[src/rtl/fifo_to_stream.sv]
// Read-side adapter for a synchronous-read FIFO: pops words and presents them
// on a valid/ready stream through a 2-entry buffer that hides the read latency.
module fifo_to_stream #(
  parameter int data_width = 8
) (
  input  logic                  clk,
  input  logic                  rst,
  output logic                  fifo_rd_en,
  input  logic [data_width-1:0] fifo_dout,
  input  logic                  fifo_empty,
  output logic [data_width-1:0] data_out,
  output logic                  data_out_valid,
  input  logic                  data_out_ready
);

  localparam logic [2:0] depth = 3'd2;

  logic [1:0]            count;
  logic                  inflight;
  logic [data_width-1:0] e0;
  logic [data_width-1:0] e1;
  logic                  pop;
  logic                  arr;
  logic [2:0]            credit_sum;

  assign data_out_valid = (count != 2'd0);
  assign data_out       = e0;
  assign pop            = data_out_valid && data_out_ready;
  assign arr            = inflight;

  // Words buffered plus in flight, minus the one leaving now, must leave room.
  assign credit_sum = {1'b0, count} + {2'b00, inflight} - {2'b00, pop};
  assign fifo_rd_en = rst && !fifo_empty && (credit_sum < depth);

  always_ff @(posedge clk) begin
    if (!rst) begin
      count    <= 2'd0;
      inflight <= 1'b0;
      e0       <= '0;
      e1       <= '0;
    end else begin
      inflight <= fifo_rd_en && !fifo_empty;
      case (count)
        2'd0: begin
          if (arr) begin
            e0    <= fifo_dout;
            count <= 2'd1;
          end
        end
        2'd1: begin
          if (arr && !pop) begin
            e1    <= fifo_dout;
            count <= 2'd2;
          end else if (arr && pop) begin
            e0 <= fifo_dout;
          end else if (pop) begin
            count <= 2'd0;
          end
        end
        2'd2: begin
          // A full buffer only ever receives a word in a cycle that also pops.
          if (pop) begin
            e0 <= e1;
            if (arr) begin
              e1 <= fifo_dout;
            end else begin
              count <= 2'd1;
            end
          end
        end
        default: count <= 2'd0;
      endcase
    end
  end

endmodule
[config.mk]
export PLATFORM = sky130hd
export DESIGN_NAME = fifo_to_stream
export DESIGN_NICKNAME = d
export VERILOG_FILES = /design/src/rtl/fifo_to_stream.sv
export SDC_FILE = /design/constraint.sdc
export NUM_CORES = 1
export LEC_CHECK = 0
export ABC_AREA = 0
export BUFFER_PORTS_ARGS = -buffer_cell sky130_fd_sc_hd__buf_2
export CAP_MARGIN = 40
export CORE_MARGIN = 2
export CORE_UTILIZATION = 35
export DETAILED_ROUTE_END_ITERATION = 10
export GPL_ROUTABILITY_DRIVEN = 1
export PLACE_DENSITY = 0.67
export SYNTH_ARGS = -nofsm -noshare
export SYNTH_HDL_FRONTEND = slang
export SYNTH_SLANG_ARGS = --single-unit
[constraint.sdc]
create_clock -name clk -period 1.9 [get_ports clk]
set_input_delay 0.285 -clock clk [delete_from_list [all_inputs] [get_ports clk]]
set_output_delay 0.285 -clock clk [all_outputs]
set_load 0.01 [all_outputs]
**Word-level counts from Yosys, hierarchy flattened**

Cells that the tools add are included.

- Add/sub/neg operators: 2
- Multiply operators: 0
- Div/mod/pow operators: 0
- $lt $le $gt $ge: 1
- Eq/ne operators: 11
- Shift-type cells: 0
- Multiplexer cells: 15
- Bitwise logic cells: 0
- Reductions and logical operators: 15

Operators by type and width:

| kind | count |
|---|---|
| 2-to-1 mux 8 bit | 6 |
| case mux 8 bit (3 select lines) | 1 |
| case mux 8 bit (2 select lines) | 1 |
| != test 2 bit (second input constant) | 7 |
| 2-to-1 mux 2 bit | 6 |
| AND reduction 5 bit | 2 |
| logical AND 1 bit | 6 |
| != test 3 bit (second input constant) | 2 |
| case mux 2 bit (3 select lines) | 1 |
| AND reduction 4 bit | 1 |
| nonzero test 2 bit | 2 |
| adder 2 x 1 -> 3 bit | 1 |
| < comparator 3 x 2 -> 1 bit (second input constant) | 1 |
| nonzero test 3 bit | 1 |
| subtractor 3 x 1 -> 3 bit | 1 |
| equality test 2 x 1 -> 1 bit (second input constant) | 1 |
| equality test 2 bit (second input constant) | 1 |
| logical NOT 1 bit | 2 |
| logical NOT 2 bit | 1 |

- Register bits after elaboration: 19
- Latch bits: 0
- RAM bits: 0
- Bits in read-only memories: 0
- Input bits: 12
- Output and inout port bits: 10
- Word-level logic and storage cells: 48
- Memories kept: 0

**Depth between registers and ports, before layout**

- Depth in word-level cells: 6
- Mapped depth: 8
- Depth with buffers taken out: 7

**Worst setup path after synthesis**

OpenSTA, ideal clock, no wires.

- Path type: flip-flop to output port
- Start point: register count[1]
- End point: output port fifo_rd_en
- Arrival: 1,996 ps
- Required time: 1,615 ps
- Slack: -381 ps
- Stages on the path, launching flop included: 9
- Path buffers: 1
- Cell sequence: dfxtp_1 > buf_2 > or2_2 > nand2_1 > ha_1 > nand2_1 > fa_1 > xor2_1 > nor3_1

- Word-level cells in the longest chain between the ends: 5
- Elaborated cells between the ends (all ways): 6
- Classes of those cells: add/sub (2); order compare (1); reduce/logical (3)

Ends and longest elaborated chain:

| what | RTL line | RTL |
|---|---|---|
| from (decl) | 18 | `logic [1:0] count;` |
| from (signal assigned) | 37 | `count <= 2'd0;` |
| from (signal assigned) | 47 | `count <= 2'd1;` |
| from (signal assigned) | 53 | `count <= 2'd2;` |
| nonzero test 2 bit | 26 | `assign data_out_valid = (count != 2'd0);` |
| via data_out_valid | 12 | `output logic data_out_valid,` |
| logical AND 1 bit | 28 | `assign pop = data_out_valid && data_out_ready;` |
| subtractor 3 x 1 -> 3 bit | 32 | `assign credit_sum = {1'b0, count} + {2'b00, inflight} - {2'b00, pop};` |
| < comparator 3 x 2 -> 1 bit | 33 | `assign fifo_rd_en = rst && !fifo_empty && (credit_sum < depth);` |
| logical AND 1 bit | 33 |  |
| to (decl) | 8 | `output logic fifo_rd_en,` |

The timed path passes the listed nets, and every way through them passes these cells.

**Worst setup path after layout**

- Start point: register count[1]
- End point: output port fifo_rd_en

- Word-level cells in the longest chain between the ends: 5
- Elaborated cells between the ends (all ways): 6
- Classes of those cells: add/sub (2); order compare (1); reduce/logical (3)

Ends and longest elaborated chain:

| what | RTL line |
|---|---|
| parallel branches: the longest is 2 deep, another holds adder 2 x 1 -> 3 bit | - |
| subtractor 3 x 1 -> 3 bit * | 32 |
| < comparator 3 x 2 -> 1 bit * | 33 |
| logical AND 1 bit * | 33 |

Mark *: on every way between the ends.

==> impl_metrics.yaml <==
final_layout:
  drive_gt1_share_pct: 38.24
  areaGrowthSynthToFinish_pct: 26.08
  nets: 152
  postLayoutCellArea_um2: 1276
  antennaDiodeCount: 0
detailed_routing:
  drt-vias-per-instance: 5.515
  routed_wl_um: 2532
  detail-route-antenna-nets: 0
  initialDrtViolationCount: 17
  vias: 921
  first_pass_iters: 4
  wl_per_cell_um: 15.16
  drc: 0
clocking:
  root_buffer: "clkbuf_4"
  path_clk_slew_ns: 0.12
  cts.sinks: 19
  cts_made_buffers: 3
  max-clock-path-buffers: 2
  tritoncts: "yes"
  h-tree-depth: 1
  clk_latency_ns: 0.33
floorplan:
  dieWidth_um: 57.78
  coreArea_um2: 2758
  die_area_um2: 3338
  io-pin-count: 22
  die_h_um: 57.78
  row_count: 19
  initial_core_util_pct: 36.71
timing:
  max_slew_margin_pct: 68.50
  setup_viol: 2
  finClkSkew_ns: 0.01047
  period_needed_ns: 2.350
  setup_ws_ns: -0.4497
  rsz0062_at_grt: "true"
  period_share_pct: 123.7
  finalSetupTns_ns: -0.4545
  maxSlewViolCount: 0
  fmax_ghz: 0.4256
  tightest_slew_ns: 0.4695
  finalHoldViolations: 0
grt:
  grt_antenna_before_repair: 0
  gr-total-overflow: 0
  grtUsageTotal_pct: 15.36
  grt_use_met2_pct: 25.00
  grt_pass1_vias: 877
  grt_util_met3_pct: 2.232
  use_met1_pct: 18.72
  grt_start_max_net_pins: 18
  grt_pass1_wl_um: 3891
  grt.busiest_layer: "met2"
job:
  cap_violations: 0
setup_path:
  startpoint_type: "register"
  reg2reg_slack_ns: 0
  regToRegEndpoint: "arr$_SDFF_PN0_"
  critPathCaptureType: "primary output"
  reg2reg_from: "count[1]$_SDFFE_PN0P_"
  critPathCapture: "fifo_rd_en"
  startpoint: "count[1]$_SDFFE_PN0P_"
  crit_fanout: 3
  reg2reg_depth: 9
  critPathArrivalTime_ns: 2.06
  required_ns: 1.62
  timing_worst_setup_path_type: "register to primary output"
place:
  gp_congestion: 0.7383
  post_dp_cell_area_um2: 1177
  portBuffers: 21
  dpl.hpwl_um: 1722
logic_synthesis:
  syn_area_um2: 1012
  synth_cell_types: 32
  netlist_instances: 110
  synth_edf_count: 0
  synth-seq-area-share_pct: 37.58
  synth_flop_cell: "dfxtp_1"
  synth_nets: 125
  ys_ff_latch: 19
  syn_area_per_cell_um2: 9.202
  yosysWarnings: 0
  synth_async_sr_flop_share_pct: 0
outcome:
  violations: "setup timing"
  status: "complete, but fails checks"
min_path:
  worstHoldPathCells: 2
  hp-class: "primary input to register"
  hp-start: "fifo_empty"
power_and_ir_drop:
  p_leak_uw: 0.0005519
  ir_worst_vdd_mv: 0.3845
  cellPowerDensity_nw_per_um2: 736.9
timing repair:
| action | in CTS | in global routing |
|---|---|---|
| pin swaps | 1 | 0 |
| resized for setup | 1 | 10 |
| setup buffers | 1 | 2 |
| hold buffers | 0 | 0 |
| setup endpoints to repair | 1 | 4 |
flip-flops by register name (all words and copies together) (netlist names):
| name | cells |
|---|---|
| count | 2 |
| arr | 1 |
| data_out | 8 |
| e1 | 8 |
area by class of cell:
class | instances | area (µm²)
well taps | 31 | 38.79
repair buffers | 31 | 187.7
flip-flops and latches | 19 | 385.4
fillers | 262 | 1481
inverters | 3 | 11.26
clock buffers | 3 | 22.52
multi-input cells | 79 | 624.3
clock inverters | 1 | 6.256
routing by layer:
layer	share of wire, %	vias to the layer above
met2	48	21
met1	46	435
met5	0	-
met3	3.2	7
li1	-	458
met4	2.9	0
cells in the final DEF (no fill, tap or decap), types with 2 or more instances in the layout:
| master | count |
|---|---|
| a211oi_1 | 15 |
| a21oi_1 | 11 |
| buf_2 | 21 |
| buf_4 | 8 |
| buf_6 | 2 |
| clkbuf_4 | 3 |
| dfxtp_1 | 17 |
| mux2i_1 | 8 |
| nand2_1 | 2 |
| nand2_4 | 2 |
| nand2b_1 | 3 |
| nand3_1 | 10 |
| nand3b_1 | 2 |
| o21ai_0 | 5 |
| o21ai_1 | 3 |
critical path, stage by stage, from the launching register on:
cell and delay [ns]:
dfxtp_4 0.36, or2_4 0.26, nand2_4 0.08, ha_4 0.12, nand2_2 0.06, fa_2 0.36
xor2_2 0.18, nor3_4 0.17, buf_2 0.14
cell usage after synthesis (2+ instances only):
cell type	number	share of area (%)
nand2b_1	3	1.9
nand3b_1	2	1.5
a211oi_1	15	11
nand3_1	10	4.9
ha_1	2	2.5
buf_6	2	2.2
o21ai_1	3	1.5
mux2i_1	8	7.9
o21ai_0	5	2.5
dfxtp_1	19	38
a21oi_1	11	5.4
nand2_1	5	1.9
buf_2	5	2.5
nor3_1	2	0.99
worst min-delay path by stage:
| stage | endpoint | slack (ns) |
|---|---|---|
| after floorplan | arr$_SDFF_PN0_ | 0.36 |
| after global placement | e1[0]$_SDFFE_PN0P_ | 0.45 |
| after detailed placement | e1[2]$_SDFFE_PN0P_ | 0.46 |
| after CTS | arr$_SDFF_PN0_ | 0.15 |
| after global routing | arr$_SDFF_PN0_ | 0.18 |
| final | arr$_SDFF_PN0_ | 0.18 |
per-stage QoR:
step	std cells	hold WS, ns	setup slack [ns]	total power, µW	util (%)
after floorplan	110	0.3641	-0.1115	610.8	-
after global routing	167	0.1755	-0.5335	988.5	46.28
after detailed placement	160	0.4562	-0.07084	685.2	42.70
after global placement	160	0.4490	-0.03177	676.0	42.70
final	167	0.1774	-0.4497	940.5	46.28
after CTS	165	0.1546	-0.4252	918.2	44.28
cell families (layout without fill, tap and decap cells):
family | Yosys count | after routing | share of synthesized area [%]
adder cells (fa/ha/maj) | 3 | 3 | 4.450
AND/OR/NAND/NOR | 29 | 29 | 17.06
buffers and inverters | 12 | 38 | 6.672
AO/OA/AOI/OAI | 37 | 37 | 23.98
multiplexers | 9 | 9 | 9.394
flip-flops | 19 | 19 | 37.58
XOR/XNOR | 1 | 1 | 0.8654
report_power, final:
group	internal [µW]	switching (µW)
Combinational	124	135
Sequential	429	16.2
Clock	82.1	154
Total	635	305
Note: power is estimated with default switching activity, not from simulation.
